<file path="config.mk">
export PLATFORM = sky130hd
export DESIGN_NAME = bit_stream_gen
export DESIGN_NICKNAME = d
export VERILOG_FILES = /design/src/rtl/bit_stream_gen.sv
export SDC_FILE = /design/constraint.sdc
export NUM_CORES = 1
export LEC_CHECK = 0
export BUFFER_PORTS_ARGS = -buffer_cell sky130_fd_sc_hd__buf_2
export CORE_MARGIN = 2
export CORE_UTILIZATION = 55
export CTS_CLUSTER_DIAMETER = 200
export DETAILED_ROUTE_END_ITERATION = 12
export GPL_TIMING_DRIVEN = 1
export PLACE_DENSITY = 0.76
export SETUP_SLACK_MARGIN = 0.15
export SLEW_MARGIN = 20
export SYNTH_ARGS = -nofsm -noshare
export SYNTH_HDL_FRONTEND = slang
export SYNTH_SLANG_ARGS = --single-unit
</file>
<file path="constraint.sdc">
create_clock -name clk -period 4.33 [get_ports clk]
set_input_delay 0.433 -clock clk [delete_from_list [all_inputs] [get_ports clk]]
set_output_delay 0.433 -clock clk [all_outputs]
set_load 0.01 [all_outputs]
</file>
<file path="src/rtl/bit_stream_gen.sv">
// Serial bit-stream source: emits a left-aligned pattern word MSB-first or a
// free-running 16-bit Fibonacci PRBS, each bit held for a programmable number of cycles.
module bit_stream_gen #(
  parameter logic [15:0] SEED = 16'hACE1
) (
  input  logic        clk,
  input  logic        rst,
  input  logic        mode,
  input  logic        load,
  input  logic [15:0] pat,
  input  logic [4:0]  nbits,
  input  logic [1:0]  hold,
  input  logic        stop,
  output logic        out,
  output logic        valid,
  output logic        busy,
  output logic        done,
  output logic [4:0]  bit_cnt
);

  typedef enum logic [1:0] {
    IDLE = 2'd0,
    EMIT = 2'd1,
    DONE = 2'd2
  } state_t;

  state_t      state_q;
  logic        mode_q;
  logic [15:0] sr_q;
  logic [3:0]  rem_q;
  logic [1:0]  hold_q;
  logic [1:0]  hcnt_q;
  logic        out_q;
  logic        valid_q;
  logic        busy_q;
  logic        done_q;
  logic [4:0]  cnt_q;

  logic [4:0]  len_d;
  logic [15:0] load_word_d;
  logic [15:0] sr_adv_d;
  logic [3:0]  rem_init_d;
  logic        bit_end_d;
  logic        last_bit_d;

  function automatic logic [4:0] eff_len(input logic [4:0] n);
    return (n == 5'd0 || n > 5'd16) ? 5'd16 : n;
  endfunction

  function automatic logic [15:0] lfsr_step(input logic [15:0] s);
    return {s[14:0], s[15] ^ s[13] ^ s[12] ^ s[10]};
  endfunction

  // Left-align the active field so both modes emit from bit 15 and shift left.
  function automatic logic [15:0] align_msb(input logic [15:0] p, input logic [4:0] n);
    logic [4:0] sh;
    sh = 5'd16 - n;
    return p << sh;
  endfunction

  function automatic logic [4:0] sat_inc(input logic [4:0] c);
    return (c == 5'd31) ? c : c + 5'd1;
  endfunction

  always_comb begin
    len_d       = eff_len(nbits);
    rem_init_d  = 4'(len_d - 5'd1);
    load_word_d = mode ? ((pat == 16'd0) ? SEED : pat) : align_msb(pat, len_d);
    sr_adv_d    = mode_q ? lfsr_step(sr_q) : {sr_q[14:0], 1'b0};
    bit_end_d   = (hcnt_q == hold_q);
    last_bit_d  = !mode_q && (rem_q == 4'd0);
  end

  always_ff @(posedge clk or posedge rst) begin
    if (rst) begin
      state_q <= IDLE;
      mode_q  <= 1'b0;
      sr_q    <= SEED;
      rem_q   <= 4'd0;
      hold_q  <= 2'd0;
      hcnt_q  <= 2'd0;
      out_q   <= 1'b0;
      valid_q <= 1'b0;
      busy_q  <= 1'b0;
      done_q  <= 1'b0;
      cnt_q   <= 5'd0;
    end else begin
      case (state_q)
        IDLE: begin
          done_q <= 1'b0;
          if (load && !stop) begin
            state_q <= EMIT;
            mode_q  <= mode;
            hold_q  <= hold;
            hcnt_q  <= 2'd0;
            cnt_q   <= 5'd0;
            rem_q   <= rem_init_d;
            sr_q    <= load_word_d;
            out_q   <= load_word_d[15];
            valid_q <= 1'b1;
            busy_q  <= 1'b1;
          end
        end
        EMIT: begin
          if (stop) begin
            state_q <= IDLE;
            out_q   <= 1'b0;
            valid_q <= 1'b0;
            busy_q  <= 1'b0;
          end else if (bit_end_d) begin
            hcnt_q <= 2'd0;
            cnt_q  <= sat_inc(cnt_q);
            if (last_bit_d) begin
              state_q <= DONE;
              out_q   <= 1'b0;
              valid_q <= 1'b0;
              done_q  <= 1'b1;
            end else begin
              sr_q  <= sr_adv_d;
              out_q <= sr_adv_d[15];
              if (!mode_q) rem_q <= rem_q - 4'd1;
            end
          end else begin
            hcnt_q <= hcnt_q + 2'd1;
          end
        end
        DONE: begin
          // Load and stop are both ignored here; the block always returns to IDLE.
          state_q <= IDLE;
          done_q  <= 1'b0;
          busy_q  <= 1'b0;
        end
        default: begin
          state_q <= IDLE;
          out_q   <= 1'b0;
          valid_q <= 1'b0;
          busy_q  <= 1'b0;
          done_q  <= 1'b0;
        end
      endcase
    end
  end

  assign out     = out_q;
  assign valid   = valid_q;
  assign busy    = busy_q;
  assign done    = done_q;
  assign bit_cnt = cnt_q;

endmodule
</file>
Word level (Yosys, flattened, before mapping)
Cells that the tools add are included.
{ "totals": {"wordCells": 101, "out_inout_bits": 9, "ff_bits": 36, "ramBits": 0, "rom_bits": 0, "latchBits": 0, "memories": 0, "inputBits": 28} }
{ "op_classes": {"div": 0, "mul": 0, "n_mux": 45, "add_sub_neg": 5, "bitwise_logic": 4, "eq_ne": 14, "magnitude_cmp": 1, "shift": 1, "reduce_logical": 20} }
{ "ops": {"columns": ["operator", "count"], "rows": [
  ["16-bit 2-to-1 mux", 6],
  ["16-bit one-hot mux with 2 select lines", 1],
  ["5-bit 2-to-1 mux", 5],
  ["4-bit 2-to-1 mux", 5],
  ["16-bit zero test", 1],
  ["2-bit != test, second input constant", 8],
  ["16-bit by 5-bit left shift with 16-bit output", 1],
  ["1-bit 2-to-1 mux", 14],
  ["2-bit 2-to-1 mux", 7],
  ["3-bit AND reduction", 4],
  ["5-bit one-hot mux with 2 select lines", 1],
  ["5-bit AND reduction", 2],
  ["2-bit one-hot mux with 2 select lines", 2],
  ["4-bit one-hot mux with 2 select lines", 1],
  ["4-bit by 1-bit subtractor with 4-bit output, second input constant", 2],
  ["3-bit != test, second input constant", 2],
  ["1-bit one-hot mux with 3 select lines", 2],
  ["6-bit AND reduction", 1],
  ["5-bit by 1-bit adder with 5-bit output, second input constant", 1],
  ["5-bit == test, second input constant", 1],
  ["5-bit > comparator, second input constant", 1],
  ["5-bit zero test", 1],
  ["5-bit subtractor, first input constant", 1],
  ["4-bit zero test", 1],
  ["other kinds (14)", 19]
]} }

Depth between registers and ports, before layout
Gate-level depths: netlist of the first run.
{ "depth": {"depth_word": 8, "mapped_depth": 14, "depth_no_buf": 10} }

Least setup slack after synthesis of the first run
Ideal clock, no wire load.
{ "synth_path": {"path_kind": "in2reg", "from": "input nbits[2]", "to": "register sr_q[2]", "cell_stages": 13, "path_buffers": 4, "path_slack_ns": 0.702, "arrival_time_ns": 3.497, "setup_time_ns": 0.132, "path_cell_list": "buf_6 > or4_4 > ha_1 > nand2b_1 > buf_6 > buf_6 > ha_1 > clkbuf_1 > mux2_2 > mux2_2 > and2_1 > a221oi_1 > o21ai_0"} }
{ "synth_between": {"elab_chain_cells": 8} }
{ "synth_lines": {"columns": ["item", "line", "rtl"], "rows": [
  ["from (decl)", "11", "input logic [4:0] nbits,"],
  ["5-bit > comparator or 5-bit zero test (tied branches)", "47", "return (n == 5'd0 || n > 5'd16) ? 5'd16 : n;"],
  ["1-bit logical OR", "47", null],
  ["5-bit 2-to-1 mux (*)", "47", null],
  ["5-bit subtractor (*)", "57", "sh = 5'd16 - n;"],
  ["16-bit by 5-bit left shift with 16-bit output (*)", "58", "return p << sh;"],
  ["16-bit 2-to-1 mux (*)", "68", "load_word_d = mode ? ((pat == 16'd0) ? SEED : pat) : align_msb(pat, len_d);"],
  ["16-bit 2-to-1 mux (*)", "91", "if (load && !stop) begin"],
  ["16-bit one-hot mux with 2 select lines (*)", "88", "case (state_q)"],
  ["to (signal assigned)", "98", "sr_q <= load_word_d;"],
  ["to (signal assigned)", "119", "sr_q <= sr_adv_d;"],
  ["to (decl)", "29", "logic [15:0] sr_q;"]
]} }
Mark *: on every way between the ends. The rest lies on a longest branch, timed or not. The select of a mux whose other input is x is not followed.
A chain may end at the register's enable or synchronous reset.

Worst setup path in the final report of the first run
{ "layout_path": {"from": "input nbits[0]", "to": "register sr_q[8]"} }
Same word-level chain as after synthesis.

==> flow_summary.ini, run 1 <==
[floorplan]
fp.dieArea_mm2 = 0.00600
num_rows = 26
io_pins = 37
coreArea_mm2 = 0.00517
initial_core_util_pct = 57.4
chipHeight_um = 77.5
die_w_um = 77.5

[yosys]
yosysTopAreaCell = dfrtp_1
synth-edff-count = 0
netlist_area_mm2 = 0.00297
postSynthCellCount = 322
yosysWarnings = 0
synth_ff_type = dfrtp_1
synth-seq-area-share_pct = 30.7
synth_cell_types = 65
synth.ff_latch_count = 36
synthTopCellsByArea = dfrtp_1 24%, dfstp_2 7.1%, o21ai_0 6.1%
synth.net_count = 355
syn_area_per_cell_um2 = 9.22
netlist.area_leader.share_pct = 23.6
async_flop_share_pct = 100

[worst_setup_path]
r2r_slack_ns = 1.98
crit_path_start = nbits[0]
worstReg2RegStart = state_q[0]
worstPathArrival_ns = 3.61
worstPathRequired_ns = 4.51
critPathKind = primary input to register
worstSetupStartpointType = primary input
endpoint_kind = register
crit_fanout = 15

[timing]
final.setup.tns_ns = 0
worst_pin_slew_ns = 0.619
fin_skew_ns = 0.00876
timing.final.crit_period_ns = 3.44
maxSlewHeadroom_pct = 58.5
finalHoldViolations = 0
max_freq_mhz = 291
fin_crit_sh_pct = 79.4
report.final.slew_viol_count = 0
rsz0062_at_grt = no
setup_viol = 0

[cells_and_area]
final_area_mm2 = 0.00324
layout.nets = 383
filler_cell_count = 446
final_common_cell = nand2_1
drive_above_1_share_pct = 23.6
antenna_cells = 0
layout_common_cells = 37 x nand2_1, 36 x o21ai_0, 36 x buf_2
syn_to_final_growth_pct = 9.06

[clock_network]
ctsResizeCount = 0
post_cts_buffers = 0
cts_buffers = 5
cts-htree-levels = 2
cts_tree = yes
cts_root_buffer = clkbuf_8
clk_latency_ns = 0.29
cts.reportedPaths.clkPinSlew_ns = 0.07
clockBufferDepth = 2
cts_hold_buffers = 0
numClockSinks = 36

[detailed_routing]
routed_wl_um = 7090
first_pass_iters = 4
route.antenna.remaining_nets = 0
drc = 0
vias = 2608
post_drt_wl_per_cell_um = 16.8
drt_iter0_drc = 142
viasPerCell = 6.19

[job]
drv_cap = 0

[global_route]
grt.total_usage_pct = 25.9
grt_overflow = 0
antenna_found_initial = 0
grt_max_degree = 37
first_global_vias = 2481
grt_pass1_wl_um = 12400

[power_and_ir_drop]
power_density_mw_per_mm2 = 517
leakagePower_nw = 1.44
peakVddDrop_mv = 0.234

[placement]
dpl-instance-area_mm2 = 0.00314
gp_congestion = 0.957
portBuffers = 36
place_hpwl_um = 5280

[status]
status = finished clean

[hold_path]
hold_path_class = primary input to async pin
==> kinds of logic (layout without fill, tap and decap cells) <==
logic type,Yosys count,count (layout),share of synthesized area [%]
AO/OA/AOI/OAI,100,100,22.1
multiplexers,31,31,15.9
XOR/XNOR,10,10,3.58
buffers and inverters,29,58,5.65
adder cells (fa/ha/maj),5,5,2.11
flip-flops,36,36,30.7
AND/OR/NAND/NOR,111,111,19.9
==> critical path, cell delays in order <==
cell	delay, ns
buf_2	0.14
or4_4	0.55
ha_1	0.38
nand2b_1	0.20
ha_1	0.35
xnor2_4	0.52
mux4_2	0.39
mux2i_1	0.26
a211oi_1	0.12
a211o_1	0.27
==> report_power, final <==
| group | internal [mW] | leakage (nW) | total [mW] | switching (mW) |
|---|---|---|---|---|
| clock | 0.129 | 0.0445 | 0.249 | 0.120 |
| combinational | 0.348 | 0.966 | 0.804 | 0.456 |
| sequential | 0.507 | 0.433 | 0.619 | 0.112 |
==> flip-flops by register name, indices dropped and copies added (netlist names) <==
name,flops
done,1
out,1
mode_q,1
hold_q,2
rem_q,4
busy,1
bit_cnt,5
hcnt_q,2
state_q,2
sr_q,16
valid,1
==> area by class of cell <==
type                       count  area [um2]  share of cell area [%]
multi-input combinational    257        1890                    58.4
sequential                    36         911                    28.1
timing repair buffer          42         225                    6.96
tap                           70        87.6                    2.71
clock buffer                   7        86.3                    2.67
inverter                       8        30.0                   0.928
clock inverter                 1        7.51                   0.232
==> final timing paths <==
kind / end / depth (start not counted)
min in group clk: hold_q[0] / 3
worst max-delay path: sr_q[8] / 10
worst min-delay path: hcnt_q[0] / 3
worst min register to register: sr_q[7] / 2
worst max register to register: sr_q[8] / 7
max in group asynchronous: sr_q[0] / 3
==> metal layers <==
metal	wire length, um	part of all wire [%]	track usage (%)
met1	3230	46	37.3
met2	3300	47	40.9
met3	438	6.2	3.37
met4	125	1.8	7.68
met5	0	0	0
==> per-stage QoR <==
| stage | hold WS (ns) | std cells | utilization, % | total power, mW | setup slack (ns) |
|---|---|---|---|---|---|
| 4_1_cts | 0.247 | 421 | 62.6 | 1.68 | 0.901 |
| 5_1_grt | 0.282 | 421 | 62.6 | 1.83 | 0.707 |
| 2_1_floorplan | 0.443 | 322 | - | 1.23 | 0.702 |
| 3_5_place_dp | 0.465 | 413 | 60.8 | 1.43 | 0.595 |
| 3_3_place_gp | 0.455 | 413 | 60.8 | 1.40 | 0.681 |
| 6_report | 0.225 | 421 | 62.6 | 1.67 | 0.891 |
==> synthesized netlist by cell type, drive strengths merged (2+ instances only) <==
| cell | instances |
|---|---|
| clkbuf | 9 |
| a221oi | 6 |
| mux2i | 15 |
| o211ai | 6 |
| nor4 | 4 |
| ha | 5 |
| inv | 8 |
| a21oi | 17 |
| a21boi | 2 |
| nand2 | 37 |
| o21bai | 4 |
| nor2 | 23 |
| and3b | 2 |
| a31oi | 2 |
| o22a | 3 |
| xnor2 | 6 |
| nand2b | 8 |
| or3 | 6 |
| o22ai | 2 |
| a21o | 2 |
| nand3 | 3 |
| dfstp | 8 |
| a211o | 2 |
| nor3 | 11 |
| dfrtp | 28 |
| xor2 | 4 |
| o21ai | 40 |
| mux2 | 5 |
| nor2b | 5 |
| a211oi | 4 |
| and3 | 4 |
| buf | 12 |
| mux4 | 11 |
Note: power is estimated with default switching activity, not from simulation.
==> run 2: changes to the inputs <==
Clock period 4.33 ns to 3.4 ns, I/O delays scaled along.
==> run 2 against run 1 <==
Combinational power rose by 32%. Clock skew is 0.0021 ns lower. Sequential share of layout area decreased by 0.60 points. Clock power rose by 28%. Hold slack lost 0.081 ns. Flip-flop and latch count is the same. Cell count up 1.2%. Largest power group unchanged.
==> flow_summary.ini, run 2 (synthesis gave the netlist of run 1 again) <==
[timing]
fin_skew_ns = 0.00662
rsz0062_at_grt = no
max_freq_mhz = 322
finalHoldViolations = 0
final.setup.tns_ns = 0
timing.final.crit_period_ns = 3.11
worst_pin_slew_ns = 0.581
fin_crit_sh_pct = 91.5
report.final.slew_viol_count = 0
maxSlewHeadroom_pct = 61.3
setup_viol = 0

[floorplan]
die_w_um = 77.5
initial_core_util_pct = 57.4
coreArea_mm2 = 0.00517
fp.dieArea_mm2 = 0.00600
io_pins = 37
chipHeight_um = 77.5
num_rows = 26

[clock_network]
ctsResizeCount = 0
cts_hold_buffers = 0
cts-htree-levels = 2
cts.reportedPaths.clkPinSlew_ns = 0.08
clockBufferDepth = 2
post_cts_buffers = 0
clk_latency_ns = 0.28
cts_root_buffer = clkbuf_8
cts_tree = yes
cts_buffers = 5
numClockSinks = 36

[detailed_routing]
first_pass_iters = 5
wl_met1_um = 3400
top_layer = met4
route.antenna.remaining_nets = 0
routed_wl_um = 7490
post_drt_wl_per_cell_um = 17.6
wl_met2_um = 3340
vias = 2681
drc = 0
drt_iter0_drc = 203
viasPerCell = 6.29
wl_met3_um = 596

[job]
drv_cap = 0

[placement]
portBuffers = 36
place_hpwl_um = 5390
gp_congestion = 0.980

[worst_setup_path]
worstPathArrival_ns = 3.26
worstPathCellList = buf_2, or4_4, ha_4, nand2b_1, ha_4, mux2_2, mux2_2, and2_1, a221oi_1, o21ai_0
worstSetupStartpointType = primary input
cp_slowest_cell = or4_4
crit_family = simple AND/OR/NAND/NOR gates
critPathKind = primary input to register
worstPathRequired_ns = 3.55
endpoint_kind = register
crit_buf_inv = 1
cpPeakStageDelay_ns = 0.58
crit_fanout = 9

[cells_and_area]
largest_register = sr_q
antenna_cells = 0
ff_latch_area_um2 = 911
drive_above_1_share_pct = 25.6
final_common_cell = nand2_1
layout_common_cells = 37 x nand2_1, 36 x o21ai_0, 36 x buf_2
syn_to_final_growth_pct = 11.4
multi_input_area_mm2 = 0.00192
filler_cell_count = 441
largest_register_ffs = 16
layout.nets = 388

[global_route]
grt_max_degree = 37
grt.total_usage_pct = 27.1
first_global_vias = 2612
grt_pass1_wl_um = 12900
antenna_found_initial = 0
grt_overflow = 0

[power_and_ir_drop]
leakagePower_nw = 1.48
power_density_mw_per_mm2 = 656
peakVddDrop_mv = 0.362
power.total_mw = 2.17

[status]
status = finished clean

[hold_path]
hold_path_class = primary input to async pin
-- run 2: cell count changes in the layout (fill, tap and decap cells not counted) --
cell	previous run	this run
ha_4	0	2
buf_4	6	11
ha_1	5	3
nand2b_1	7	6
nand2b_4	1	2
-- run 2: where the power goes --
| part | leakage [nW] | switching (mW) | internal [mW] | total (mW) |
|---|---|---|---|---|
| Clock | 0.0445 | 0.155 | 0.165 | 0.319 |
| Combinational | 0.998 | 0.600 | 0.461 | 1.06 |
| Sequential | 0.433 | 0.142 | 0.646 | 0.788 |
| Total | 1.48 | 0.897 | 1.27 | 2.17 |
-- run 2: cell type report --
cell class | count | area share (%)
multi-input combinational | 257 | 58.1
sequential | 36 | 27.5
clock inverter | 1 | 0.227
inverter | 8 | 0.908
clock buffer | 7 | 2.61
tap | 70 | 2.65
timing repair buffer | 47 | 7.95
-- run 2: final timing paths --
path	slack, ns	cells past startpoint	endpoint	startpoint
max	0.29	10	sr_q[2]	nbits[0]
min	0.14	3	hcnt_q[0]	rst
max reg2reg	1.06	6	sr_q[8]	rem_q[2]
min reg2reg	0.48	2	sr_q[15]	sr_q[15]
max in group asynchronous	2.90	3	sr_q[15]	rst
min in group clk	0.24	3	hold_q[1]	hold[1]
-- run 2: routing by layer --
metal,up-vias,track usage (%)
met1,1279,39.6
met5,-,0
met3,16,5.00
met4,0,8.04
met2,117,41.0
li1,1269,-
-- run 2: tightest hold or removal path: cells and delay by family --
family                 cells  cell delay [ns]
buffers and inverters      3             0.52
-- run 2: per-stage QoR --
step / std cells / cell area (um2) / hold WS, ns / utilization (%) / setup WS, ns
2_1_floorplan: 322 / 3020 / 0.443 / - / 0.147
6_report: 426 / 3310 / 0.144 / 63.9 / 0.290
3_3_place_gp: 418 / 3210 / 0.450 / 62.1 / 0.0840
4_1_cts: 426 / 3310 / 0.162 / 63.9 / 0.297
3_5_place_dp: 418 / 3210 / 0.463 / 62.1 / -0.0110
5_1_grt: 426 / 3310 / 0.186 / 63.9 / 0.192
==> run 3: changes to the inputs <==
Settings changed: ABC_CLOCK_PERIOD_IN_PS set to 3400, CELL_PAD_IN_SITES_DETAIL_PLACEMENT set to 2, CELL_PAD_IN_SITES_GLOBAL_PLACEMENT set to 2, CORE_UTILIZATION 55 to 36, PLACE_DENSITY 0.76 to 0.79.
==> run 3 against run 2 <==
Via count rose by 0.67%. Utilization down 22 points. Highest routed layer unchanged. Hold slack improved by 0.035 ns. Critical path depth unchanged. Critical endpoint unchanged. Clock power is 33% higher. Global-route usage shrank 4.1 points. Sequential power is 1% higher.
==> flow_summary.ini, run 3 (synthesis gave the netlist of run 1 again) <==
[floorplan]
coreArea_mm2 = 0.00809
io_pins = 37
num_rows = 33
initial_core_util_pct = 36.7
chipHeight_um = 94.8
fp.dieArea_mm2 = 0.00899
die_w_um = 94.8

[global_route]
grt_max_degree = 28
antenna_found_initial = 0
grt_pass1_wl_um = 16000
first_global_vias = 2840
grt.total_usage_pct = 23.0
grt_overflow = 0

[placement]
place_hpwl_um = 7290
gp_congestion = 0.886
portBuffers = 36

[cells_and_area]
largest_register_ffs = 16
layout.nets = 389
final_common_cell = nand2_1
syn_to_final_growth_pct = 15.1
antenna_cells = 0
largest_register = sr_q
drive_above_1_share_pct = 26.1
layout_common_cells = 37 x nand2_1, 36 x o21ai_0, 36 x buf_2

[clock_network]
cts_root_buffer = clkbuf_8
cts-htree-levels = 2
numClockSinks = 36
cts_tree = yes
cts.reportedPaths.clkPinSlew_ns = 0.08
cts_buffers = 5
clk_latency_ns = 0.29
clockBufferDepth = 2
cts_hold_buffers = 0

[detailed_routing]
route.antenna.remaining_nets = 0
drt_iter0_drc = 130
viasPerCell = 5.84
post_drt_wl_per_cell_um = 20.8
first_pass_iters = 4
routed_wl_um = 9610
vias = 2699
drc = 0

[timing]
finalHoldViolations = 0
maxSlewHeadroom_pct = 48.8
worst_pin_slew_ns = 0.767
final.setup.tns_ns = 0
finalHoldWorstSlack_ns = 0.179
fin_skew_ns = 0.00695
timing.final.crit_period_ns = 3.01
max_freq_mhz = 332
setup_viol = 0
report.final.slew_viol_count = 0
fin_crit_sh_pct = 88.7
rsz0062_at_grt = no

[status]
status = finished clean

[worst_setup_path]
worstPathArrival_ns = 3.18
endpoint_kind = register
crit_fanout = 9
worstPathRequired_ns = 3.56
critPathKind = primary input to register
worstSetupStartpointType = primary input

[power_and_ir_drop]
power_density_mw_per_mm2 = 685
peakVddDrop_mv = 0.240
power.total_mw = 2.34
leakagePower_nw = 1.51

[job]
drv_cap = 0

[hold_path]
hold_path_class = primary input to async pin
[run 3: cell types whose count changed in the layout (fill, tap and decap cells not counted), sizes merged]
cell / previous run / this run
bufinv: 0 / 1
clkinvlp: 1 / 0
buf: 47 / 48
[run 3: repair_timing]
action / CTS / global route
buffers inserted: 0 / 0
hold endpoints to repair: 0 / 0
resized for setup: 0 / 1
endpoints found under the setup margin: 0 / 1
[run 3: power by group]
part           internal [mW]  total [mW]  leakage [nW]  switching, mW
Sequential             0.646       0.798         0.433          0.152
Combinational          0.476        1.12          1.01          0.640
Clock                  0.259       0.425        0.0645          0.165
Total                   1.38        2.34          1.51          0.958
[run 3: final cells by class]
cell class,count,area [um2]
clock inverter,1,30.0
inverter,8,30.0
fill,916,4680
tap,105,131
multi-input combinational,257,1920
sequential,36,911
clock buffer,7,96.3
timing repair buffer,48,295
[run 3: layer usage]
layer  track usage, %  part of all wire, %  wire (um)
met2             39.1                   51       4870
met5                0                    0          0
met4             2.90                 0.51         49
met1             32.2                   46       4430
met3             2.71                  2.8        266
[run 3: worst max-delay path: stages]
cell and delay, ns:
buf_2 0.15, or4_4 0.58, ha_4 0.29, nand2b_4 0.21, ha_4 0.36, mux2_2 0.36
mux2_2 0.29, and2_1 0.18, a221oi_1 0.28, o21ai_0 0.13
[run 3: worst paths after layout]
check                      slack [ns]  depth (start not counted)         to      from
setup reg to reg                 0.98                          6    sr_q[8]  rem_q[2]
setup / recovery                 0.39                         10    sr_q[2]  nbits[0]
hold reg to reg                  0.47                          2    sr_q[7]   sr_q[7]
min in group clk                 0.24                          3  hold_q[0]   hold[0]
max in group asynchronous        2.42                          3   sr_q[11]       rst
hold / removal                   0.18                          2  hcnt_q[1]       rst
[run 3: through the flow]
step / setup slack, ns / std cells / util, % / area (um2)
finish: 0.385 / 462 / 42.2 / 3420
global route: 0.209 / 462 / 42.2 / 3420
CTS: 0.342 / 462 / 42.2 / 3420
detailed placement: 0.0464 / 454 / 40.6 / 3290
global placement: 0.150 / 454 / 40.6 / 3290
floorplan: 0.147 / 322 / - / 3020
